--- src/rtl/reg16_write_arbiter.sv ---
// -----------------------------------------------------------------------------
// reg16_write_arbiter
//   Round-robin write arbiter in front of a shared load-enabled register.
//   Each requester presents a data word and a request. One requester is granted
//   per load cycle, and the arbiter drives the register's ld/in pins.
//   All outputs come straight from flops.
//
// Ports
//   clk     rising-edge clock
//   rst     asynchronous, active-high reset
//   req     per-requester request, held until the matching gnt bit is seen
//   wdata   requester i data at [i*WIDTH +: WIDTH]
//   lock    per-requester burst-hold request (REG_ARB_LOCK_EN builds only)
//   gnt     one-hot grant, high during the load cycle
//   reg_ld  register load enable (high exactly when gnt != 0)
//   reg_in  register data input
//   busy    high whenever the arbiter is not idle
//
// Build option
//   REG_ARB_LOCK_EN : adds the lock port. A winner that holds its lock bit keeps
//                     the grant for up to MAX_LOCK consecutive load cycles.
//
// state | meaning
// ------+-------------------------------------------------------------
// IDLE  | no grant outstanding; gnt/reg_ld/reg_in are zero
// LOAD  | one requester granted; the register captures reg_in at the next edge
// -----------------------------------------------------------------------------
module reg16_write_arbiter #(
    parameter int WIDTH    = 16,
    parameter int NUM_REQ  = 4,
    parameter int MAX_LOCK = 4
) (
    input  logic                     clk,
    input  logic                     rst,
    input  logic [NUM_REQ-1:0]       req,
    input  logic [NUM_REQ*WIDTH-1:0] wdata,
`ifdef REG_ARB_LOCK_EN
    input  logic [NUM_REQ-1:0]       lock,
`endif
    output logic [NUM_REQ-1:0]       gnt,
    output logic                     reg_ld,
    output logic [WIDTH-1:0]         reg_in,
    output logic                     busy
);

    localparam int IW = $clog2(NUM_REQ);

    if (NUM_REQ < 2 || NUM_REQ > 8) begin : g_bad_num_req
        $error("reg16_write_arbiter: NUM_REQ must be in 2..8");
    end
    if (MAX_LOCK < 1) begin : g_bad_max_lock
        $error("reg16_write_arbiter: MAX_LOCK must be at least 1");
    end

    typedef enum logic {
        ST_IDLE = 1'b0,
        ST_LOAD = 1'b1
    } state_t;

    state_t               state_q, state_d;
    logic [NUM_REQ-1:0]   gnt_q, gnt_d;
    logic                 reg_ld_q, reg_ld_d;
    logic [WIDTH-1:0]     reg_in_q, reg_in_d;
    logic [IW-1:0]        rr_q, rr_d;
    logic [IW-1:0]        win_q, win_d;

`ifdef REG_ARB_LOCK_EN
    localparam int CW = $clog2(MAX_LOCK + 1);
    logic [CW-1:0]        cnt_q, cnt_d;
`endif

    logic [NUM_REQ-1:0]   scan_cand;
    logic [IW-1:0]        scan_start;
    logic [IW-1:0]        scan_idx;
    logic                 pick_found;
    logic [IW-1:0]        pick_idx;

    function automatic logic [IW-1:0] wrap_inc(input logic [IW-1:0] idx);
        if (idx == IW'(NUM_REQ - 1)) begin
            return '0;
        end
        return idx + IW'(1);
    endfunction

    function automatic logic [WIDTH-1:0] word_of(input logic [NUM_REQ*WIDTH-1:0] bus,
                                                 input logic [IW-1:0]            idx);
        logic [WIDTH-1:0] w;
        w = '0;
        for (int i = 0; i < NUM_REQ; i++) begin
            if (idx == IW'(i)) begin
                w = bus[i*WIDTH +: WIDTH];
            end
        end
        return w;
    endfunction

    // Candidate scan. In LOAD the current winner's req is still high and must be
    // masked; the scan starts just past it, which is where rr_ptr will land.
    always_comb begin
        scan_cand  = req & ~gnt_q;
        scan_start = (state_q == ST_LOAD) ? wrap_inc(win_q) : rr_q;
        scan_idx   = scan_start;
        pick_found = 1'b0;
        pick_idx   = '0;
        for (int k = 0; k < NUM_REQ; k++) begin
            if (!pick_found && scan_cand[scan_idx]) begin
                pick_found = 1'b1;
                pick_idx   = scan_idx;
            end
            scan_idx = wrap_inc(scan_idx);
        end
    end

    always_comb begin
        state_d  = state_q;
        gnt_d    = gnt_q;
        reg_ld_d = reg_ld_q;
        reg_in_d = reg_in_q;
        rr_d     = rr_q;
        win_d    = win_q;
`ifdef REG_ARB_LOCK_EN
        cnt_d    = cnt_q;
`endif
        case (state_q)
            ST_IDLE: begin
                if (pick_found) begin
                    state_d  = ST_LOAD;
                    win_d    = pick_idx;
                    gnt_d    = NUM_REQ'(1) << pick_idx;
                    reg_ld_d = 1'b1;
                    reg_in_d = word_of(wdata, pick_idx);
`ifdef REG_ARB_LOCK_EN
                    cnt_d    = CW'(1);
`endif
                end
            end
            ST_LOAD: begin
`ifdef REG_ARB_LOCK_EN
                if (lock[win_q] && (cnt_q < CW'(MAX_LOCK))) begin
                    // Held burst: same winner, fresh data, rr_ptr untouched.
                    reg_in_d = word_of(wdata, win_q);
                    cnt_d    = cnt_q + CW'(1);
                end else
`endif
                begin
                    rr_d = wrap_inc(win_q);
                    if (pick_found) begin
                        win_d    = pick_idx;
                        gnt_d    = NUM_REQ'(1) << pick_idx;
                        reg_ld_d = 1'b1;
                        reg_in_d = word_of(wdata, pick_idx);
`ifdef REG_ARB_LOCK_EN
                        cnt_d    = CW'(1);
`endif
                    end else begin
                        state_d  = ST_IDLE;
                        gnt_d    = '0;
                        reg_ld_d = 1'b0;
                        reg_in_d = '0;
                    end
                end
            end
            default: begin
                state_d  = ST_IDLE;
                gnt_d    = '0;
                reg_ld_d = 1'b0;
                reg_in_d = '0;
            end
        endcase
    end

    always_ff @(posedge clk or posedge rst) begin
        if (rst) begin
            state_q  <= ST_IDLE;
            gnt_q    <= '0;
            reg_ld_q <= 1'b0;
            reg_in_q <= '0;
            rr_q     <= '0;
            win_q    <= '0;
`ifdef REG_ARB_LOCK_EN
            cnt_q    <= '0;
`endif
        end else begin
            state_q  <= state_d;
            gnt_q    <= gnt_d;
            reg_ld_q <= reg_ld_d;
            reg_in_q <= reg_in_d;
            rr_q     <= rr_d;
            win_q    <= win_d;
`ifdef REG_ARB_LOCK_EN
            cnt_q    <= cnt_d;
`endif
        end
    end

    assign gnt    = gnt_q;
    assign reg_ld = reg_ld_q;
    assign reg_in = reg_in_q;
    assign busy   = (state_q == ST_LOAD);

endmodule

--- config.mk ---
export PLATFORM = sky130hd
export DESIGN_NAME = reg16_write_arbiter
export DESIGN_NICKNAME = d
export VERILOG_FILES = /design/src/rtl/reg16_write_arbiter.sv
export SDC_FILE = /design/constraint.sdc
export NUM_CORES = 1
export LEC_CHECK = 0
export BUFFER_PORTS_ARGS = -buffer_cell sky130_fd_sc_hd__buf_2
export CAP_MARGIN = 20
export CORE_MARGIN = 2
export CORE_UTILIZATION = 30
export CTS_CLUSTER_SIZE = 16
export DETAILED_ROUTE_END_ITERATION = 7
export GPL_TIMING_DRIVEN = 0
export PLACE_DENSITY = 0.58
export SETUP_SLACK_MARGIN = 0.3
export SYNTH_ARGS = -nofsm -noshare
export SYNTH_HDL_FRONTEND = slang
export SYNTH_SLANG_ARGS = --single-unit
--- constraint.sdc ---
create_clock -name clk -period 3.58 [get_ports clk]
set_input_delay 0.716 -clock clk [delete_from_list [all_inputs] [get_ports clk]]
set_output_delay 0.716 -clock clk [all_outputs]
set_load 0.005 [all_outputs]
# Word-level counts from Yosys, hierarchy flattened
# Index checks and enable logic that the tools add are counted.
dict set report totals {
  output_inout_bits 22
  ff_bits 26
  wordCells 78
  in_bits 70
}
dict set report op_classes {
  muxes 45
  n_reduce_logical 7
  eq_ne 8
  shifts 1
  n_bitwise 3
  addsub 4
  n_lt_le_gt_ge 4
}
# operator n
set ops {}
lappend ops {{$mux 16} 6}
lappend ops {{$pmux 16 s2} 1}
lappend ops {{$mux 2} 15}
lappend ops {{$mux 1} 15}
lappend ops {{$eq 2x2->1 const B} 6}
lappend ops {{$lt 2x3->1 const B} 4}
lappend ops {{$add 2x1->2 const B} 4}
lappend ops {{$bmux 1 s2} 4}
lappend ops {{$mux 4} 2}
lappend ops {{$pmux 4 s2} 1}
lappend ops {{$and 4x4->4} 1}
lappend ops {{$not 4->4} 1}
lappend ops {{$shl 1x2->4 const A} 1}
lappend ops {{$logic_and 1x1->1} 3}
lappend ops {{$logic_not 1->1} 3}
lappend ops {{$eq 2x1->1 const B} 1}
lappend ops {{$logic_not 2->1} 1}
lappend ops {{$ne 2x2->1 const B} 1}
lappend ops {{$pmux 1 s2} 1}
lappend ops {{$not 1->1} 1}

# Longest topological paths before layout
dict set report depth {
  ltp_word 24
  mapped_depth 10
  ltp_nobuf 8
}

# Worst setup path after synthesis
# No wires, ideal clock.
dict set report synth_timing {
  path_type {input port to flip-flop}
  start {input req[1]}
  end {register reg_in_q[14], in the netlist reg_in[14]}
  setup_ps 133
  arrival_ps 2027
  slack_ps 1420
  n_path_buf 2
  t_required_ps 3447
  stages 8
  cell_sequence {or2b_2 a211oi_4 nor3_4 and2_1 buf_6 buf_12 a32oi_1 o211ai_1}
}
dict set report synth_between {
  elab_chain_len 20
  elab_cells_between_ends 35
  classes_between {eq/ne: 4; mux: 23; bitwise: 1; reduce/logical: 7}
}
# element line_no
set synth_lines {}
lappend synth_lines {{start: declaration} 35} ;# input logic [NUM_REQ-1:0] req,
lappend synth_lines {{$and 4x4->4 *} 100} ;# scan_cand = req & ~gnt_q;
lappend synth_lines {{$bmux 1 s2} 106} ;# if (!pick_found && scan_cand[scan_idx]) begin
lappend synth_lines {{$mux 1 (implied by the code)} 106}
lappend synth_lines {{$mux 1} 106}
lappend synth_lines {{$logic_not 1->1} 106}
lappend synth_lines {{$logic_and 1x1->1} 106}
lappend synth_lines {{$mux 1} 106}
lappend synth_lines {{$logic_not 1->1} 106}
lappend synth_lines {{$logic_and 1x1->1} 106}
lappend synth_lines {{$mux 1} 106}
lappend synth_lines {{$logic_not 1->1} 106}
lappend synth_lines {{$logic_and 1x1->1} 106}
lappend synth_lines {{$mux 2} 106}
lappend synth_lines {{$logic_not 2->1} 90} ;# if (idx == IW'(i)) begin
lappend synth_lines {{$mux 16 (4 in a row)} 90}
lappend synth_lines {{$mux 16 (on tied branches)} {147, 126}}
lappend synth_lines {{$pmux 16 s2} 124} ;# case (state_q)
lappend synth_lines {{end signal: assignment} 187} ;# reg_in_q <= reg_in_d;
lappend synth_lines {{end: declaration} 63} ;# logic [WIDTH-1:0] reg_in_q, reg_in_d;
# Every way passes the cells marked *; elsewhere a longest branch is shown, timed or not. The select of a mux whose other input is x is not followed.
# A chain may end at the register's enable or synchronous reset.

# Worst setup path in the final report
dict set report layout_timing {
  start {register win_q[0]}
  end {register reg_in_q[5], in the netlist reg_in[5]}
}
dict set report layout_between {
  elab_chain_len 24
  elab_cells_between_ends 51
  classes_between {add/sub: 4; eq/ne: 8; mux: 32; reduce/logical: 7}
}
# element line_no
set layout_lines {}
lappend layout_lines {{start: declaration} 65} ;# logic [IW-1:0] win_q, win_d;
lappend layout_lines {{start signal: assignment} 189} ;# win_q <= win_d;
lappend layout_lines {{$eq 2x2->1} 79} ;# if (idx == IW'(NUM_REQ - 1)) begin
lappend layout_lines {{$mux 1} 79}
lappend layout_lines {{$mux 2 *} 82} ;# return idx + IW'(1);
lappend layout_lines {{$mux 2 *} 101} ;# scan_start = (state_q == ST_LOAD) ? wrap_inc(win_q) : rr_q;
lappend layout_lines {{branches (longest 20 deep; another with $add 2x1->2)} --}
# Every way passes the cells marked *. The select of a mux whose other input is x is not followed.

==> summary.md <==
| Metric | Value |
|---|---|
| Crit Path Max Fanout | `10` |
| RSZ-0062 raised after global routing | `no` |
| Yosys reg bits | `26` |
| Status | `complete, no violations` |
| Post-synth EDFFs | `0` |
| Fillers | `532` |
| Average size of a mapped cell | `10.3 sq um` |
| Routed length per placed instance | `14.9 um` |
| Crit end category | `flop` |
| Max_cap viols | `0` |
| Post-CTS sizing | `0` |
| Post-CTS Setup Repair Bufs | `0` |
| Cts hold-fix bufs | `0` |
| Final std cells w/o fill | `325` |
| Drc violations | `0` |
| Primary FF master, synth | `dfrtp_1` |
| Synth Instances | `159` |
| Top post-synthesis cells by count | `dfrtp_1, a32oi_1, mux2i_1` |
| DRT Pass-1 Iters | `4` |
| Final wirelength | `4840 um` |
| Rows | `26` |
| Chip height | `77.8 um` |
| Fin crit share | `0.659` |
| Finish-stage setup viols | `0` |
| Setup CP Type | `flop to flop` |
| Initial antenna violation count | `0` |
| DRT iter0 DRCs | `72` |
| Mapped Area | `1630 sq um` |
| Largest net degree at the start of global routing | `27` |
| Number of global-route vias before repair | `1608` |
| CP Data Arrival Time | `2.55 ns` |
| CTS tree | `done` |
| Tmin final | `2.36 ns` |
| Peak VDD IR | `0.320 mV` |
| Antenna Violating Nets Remaining | `0` |
| Die footprint | `6050 sq um` |
| Sum Neg Setup Slack | `0 ns` |
| Leakage | `1.08 nW` |
| Clk slew on worst S/H paths | `0.09 ns` |
| Area post-placement | `2180 sq um` |
| Max Slew Vio Count | `0` |
| CTS Sinks | `26` |
| Rel. slew slack | `0.640` |
| Post-route cell area | `2260 sq um` |
| Synth warnings | `0` |
| Io pins | `92` |
| Most frequent cell after synthesis | `dfrtp_1` |
| TritonCTS buffer count | `3` |
| Core Util, Final | `0.437` |
| Ys async rst share | `1.00` |
| Share of the synthesized area in the top cell type | `0.398` |
| Multi-input gate area | `878 sq um` |
| GP Congestion | `0.713` |
| Yosys cell types | `43` |
| Initial Utilization | `0.316` |
| Worst Skew | `0.00558 ns` |
| Worst skew pair latency | `0.27 ns` |
| Antenna diodes | `0` |
| Die width | `77.8 um` |
| Std-Cell Core Area | `5170 sq um` |
| Top cells by area, synth | `dfrtp_1, a32oi_1, mux2i_1` |
| Detailed placement HPWL | `3720 um` |
| Via count | `1631` |
| Fin. Hold Viols | `0` |
| Max Fclk | `424 MHz` |
| Max Buffers Root-to-Sink | `2` |
| H-tree depth | `1` |
| Seq. cell area | `651 sq um` |
| All-Layer GR Usage | `0.160` |
| Share of post-route cells with drive strength above 1 | `0.482` |
| Syn Nets | `230` |
| Crit start category | `flop` |
| # placed instances | `320` |
| Worst min-delay path category | `input port to async pin` |
| Clock root buffer | `clkbuf_8` |
| Number of nets in the finished design | `327` |
| Total grt overflow | `0` |
| Pin slew with the least headroom to its limit | `0.533 ns` |
| Pwr per Cell Area | `859 nW/um^2` |
| Yosys top cell by area | `dfrtp_1` |
| First-pass GRT wire length | `7700 um` |
| Post-synthesis sequential area ratio | `0.398` |
| Vias per cell | `5.02` |
| IO buf count | `91` |
| CP Data Required Time | `3.77 ns` |
| Area delta synth->final | `38.3%` |
-- kinds of logic (layout without fill, tap and decap cells) --
logic type	count (synthesis)	after routing	share of synthesized area
buf+inv	15	111	0.0636
simple gates	42	42	0.159
mux	12	12	0.0736
flops	26	26	0.398
compound gates	63	63	0.298
fa+ha+maj	1	1	0.00766
-- area by class of cell --
| class | instances | share of cell area |
|---|---|---|
| well taps | 70 | 0.0388 |
| clock buffers | 4 | 0.0244 |
| repair buffers | 92 | 0.214 |
| multi-input cells | 118 | 0.389 |
| flip-flops and latches | 26 | 0.288 |
| plain buffers | 11 | 0.0393 |
| inverters | 4 | 0.00665 |
-- final timing paths --
check | start | end | slack (ns) | cells after the start
worst max-delay path | win_q[0]$_DFFE_PP0P_ | reg_in[5]$_DFFE_PP0P_ | 1.22 | 9
worst min-delay path | rst | reg_in[14]$_DFFE_PP0P_ | 0.46 | 2
worst max register to register | win_q[0]$_DFFE_PP0P_ | reg_in[5]$_DFFE_PP0P_ | 1.22 | 9
worst min register to register | win_q[1]$_DFFE_PP0P_ | win_q[1]$_DFFE_PP0P_ | 0.50 | 2
max in group asynchronous | rst | win_q[0]$_DFFE_PP0P_ | 2.66 | 3
min in group clk | win_q[1]$_DFFE_PP0P_ | win_q[1]$_DFFE_PP0P_ | 0.50 | 2
-- flip-flops by register name, summed over array words and instances (netlist names) --
name    cells
reg_in     16
gnt         4
rr_q        2
win_q       2
busy        1
reg_ld      1
-- placed cells by master (no fill, tap or decap), drive strengths merged --
master,synthesis,layout
o311ai,1,1
nand4b,1,1
a21oi,3,3
nand3,10,10
or2,1,1
inv,4,4
and2,2,2
nand2b,5,5
or2b,1,1
o21ai,14,14
ha,1,1
a31o,1,1
o211ai,10,10
a32oi,14,14
a211oi,10,10
and2b,1,1
buf,7,99
clkbuf,4,8
a21o,1,1
mux2i,12,12
nor2,5,5
nor3,3,3
nand2,11,11
a21boi,9,9
dfrtp,26,26
and3,2,2
-- per-layer routing --
metal  track usage  wire length (um)  vias to the layer above
li1              -                 -                      802
met3        0.0302               355                        2
met1         0.213              2170                      759
met2         0.266              2290                       68
met5             0                 0                        -
met4        0.0429                23                        0
-- critical path, stage by stage, from the launching register on --
cell and delay, ns:
dfrtp_1 0.40, ha_1 0.29, mux2i_1 0.28, inv_1 0.17, nor2_4 0.14, nor3_1 0.08
nor2_2 0.17, clkbuf_1 0.45, a32oi_1 0.18, o211ai_1 0.11
-- through the flow --
step / hold slack [ns] / power, W / setup WS [ns]
after detailed placement: 0.476 / 0.00177 / 1.09
after CTS: 0.498 / 0.00196 / 1.22
final: 0.461 / 0.00194 / 1.22
after global routing: 0.485 / 0.00212 / 0.978
after floorplan: 0.450 / 0.00138 / 1.42
after global placement: 0.469 / 0.00176 / 1.11
-- where the power goes --
group / leakage, nW / switching (W) / internal (W)
clock: 0.0288 / 0.0000916 / 0.0000983
sequential: 0.313 / 0.0000762 / 0.000440
combinational: 0.733 / 0.000697 / 0.000536
total: 1.08 / 0.000864 / 0.00107
No activity file was read; power rests on OpenSTA's default activity.
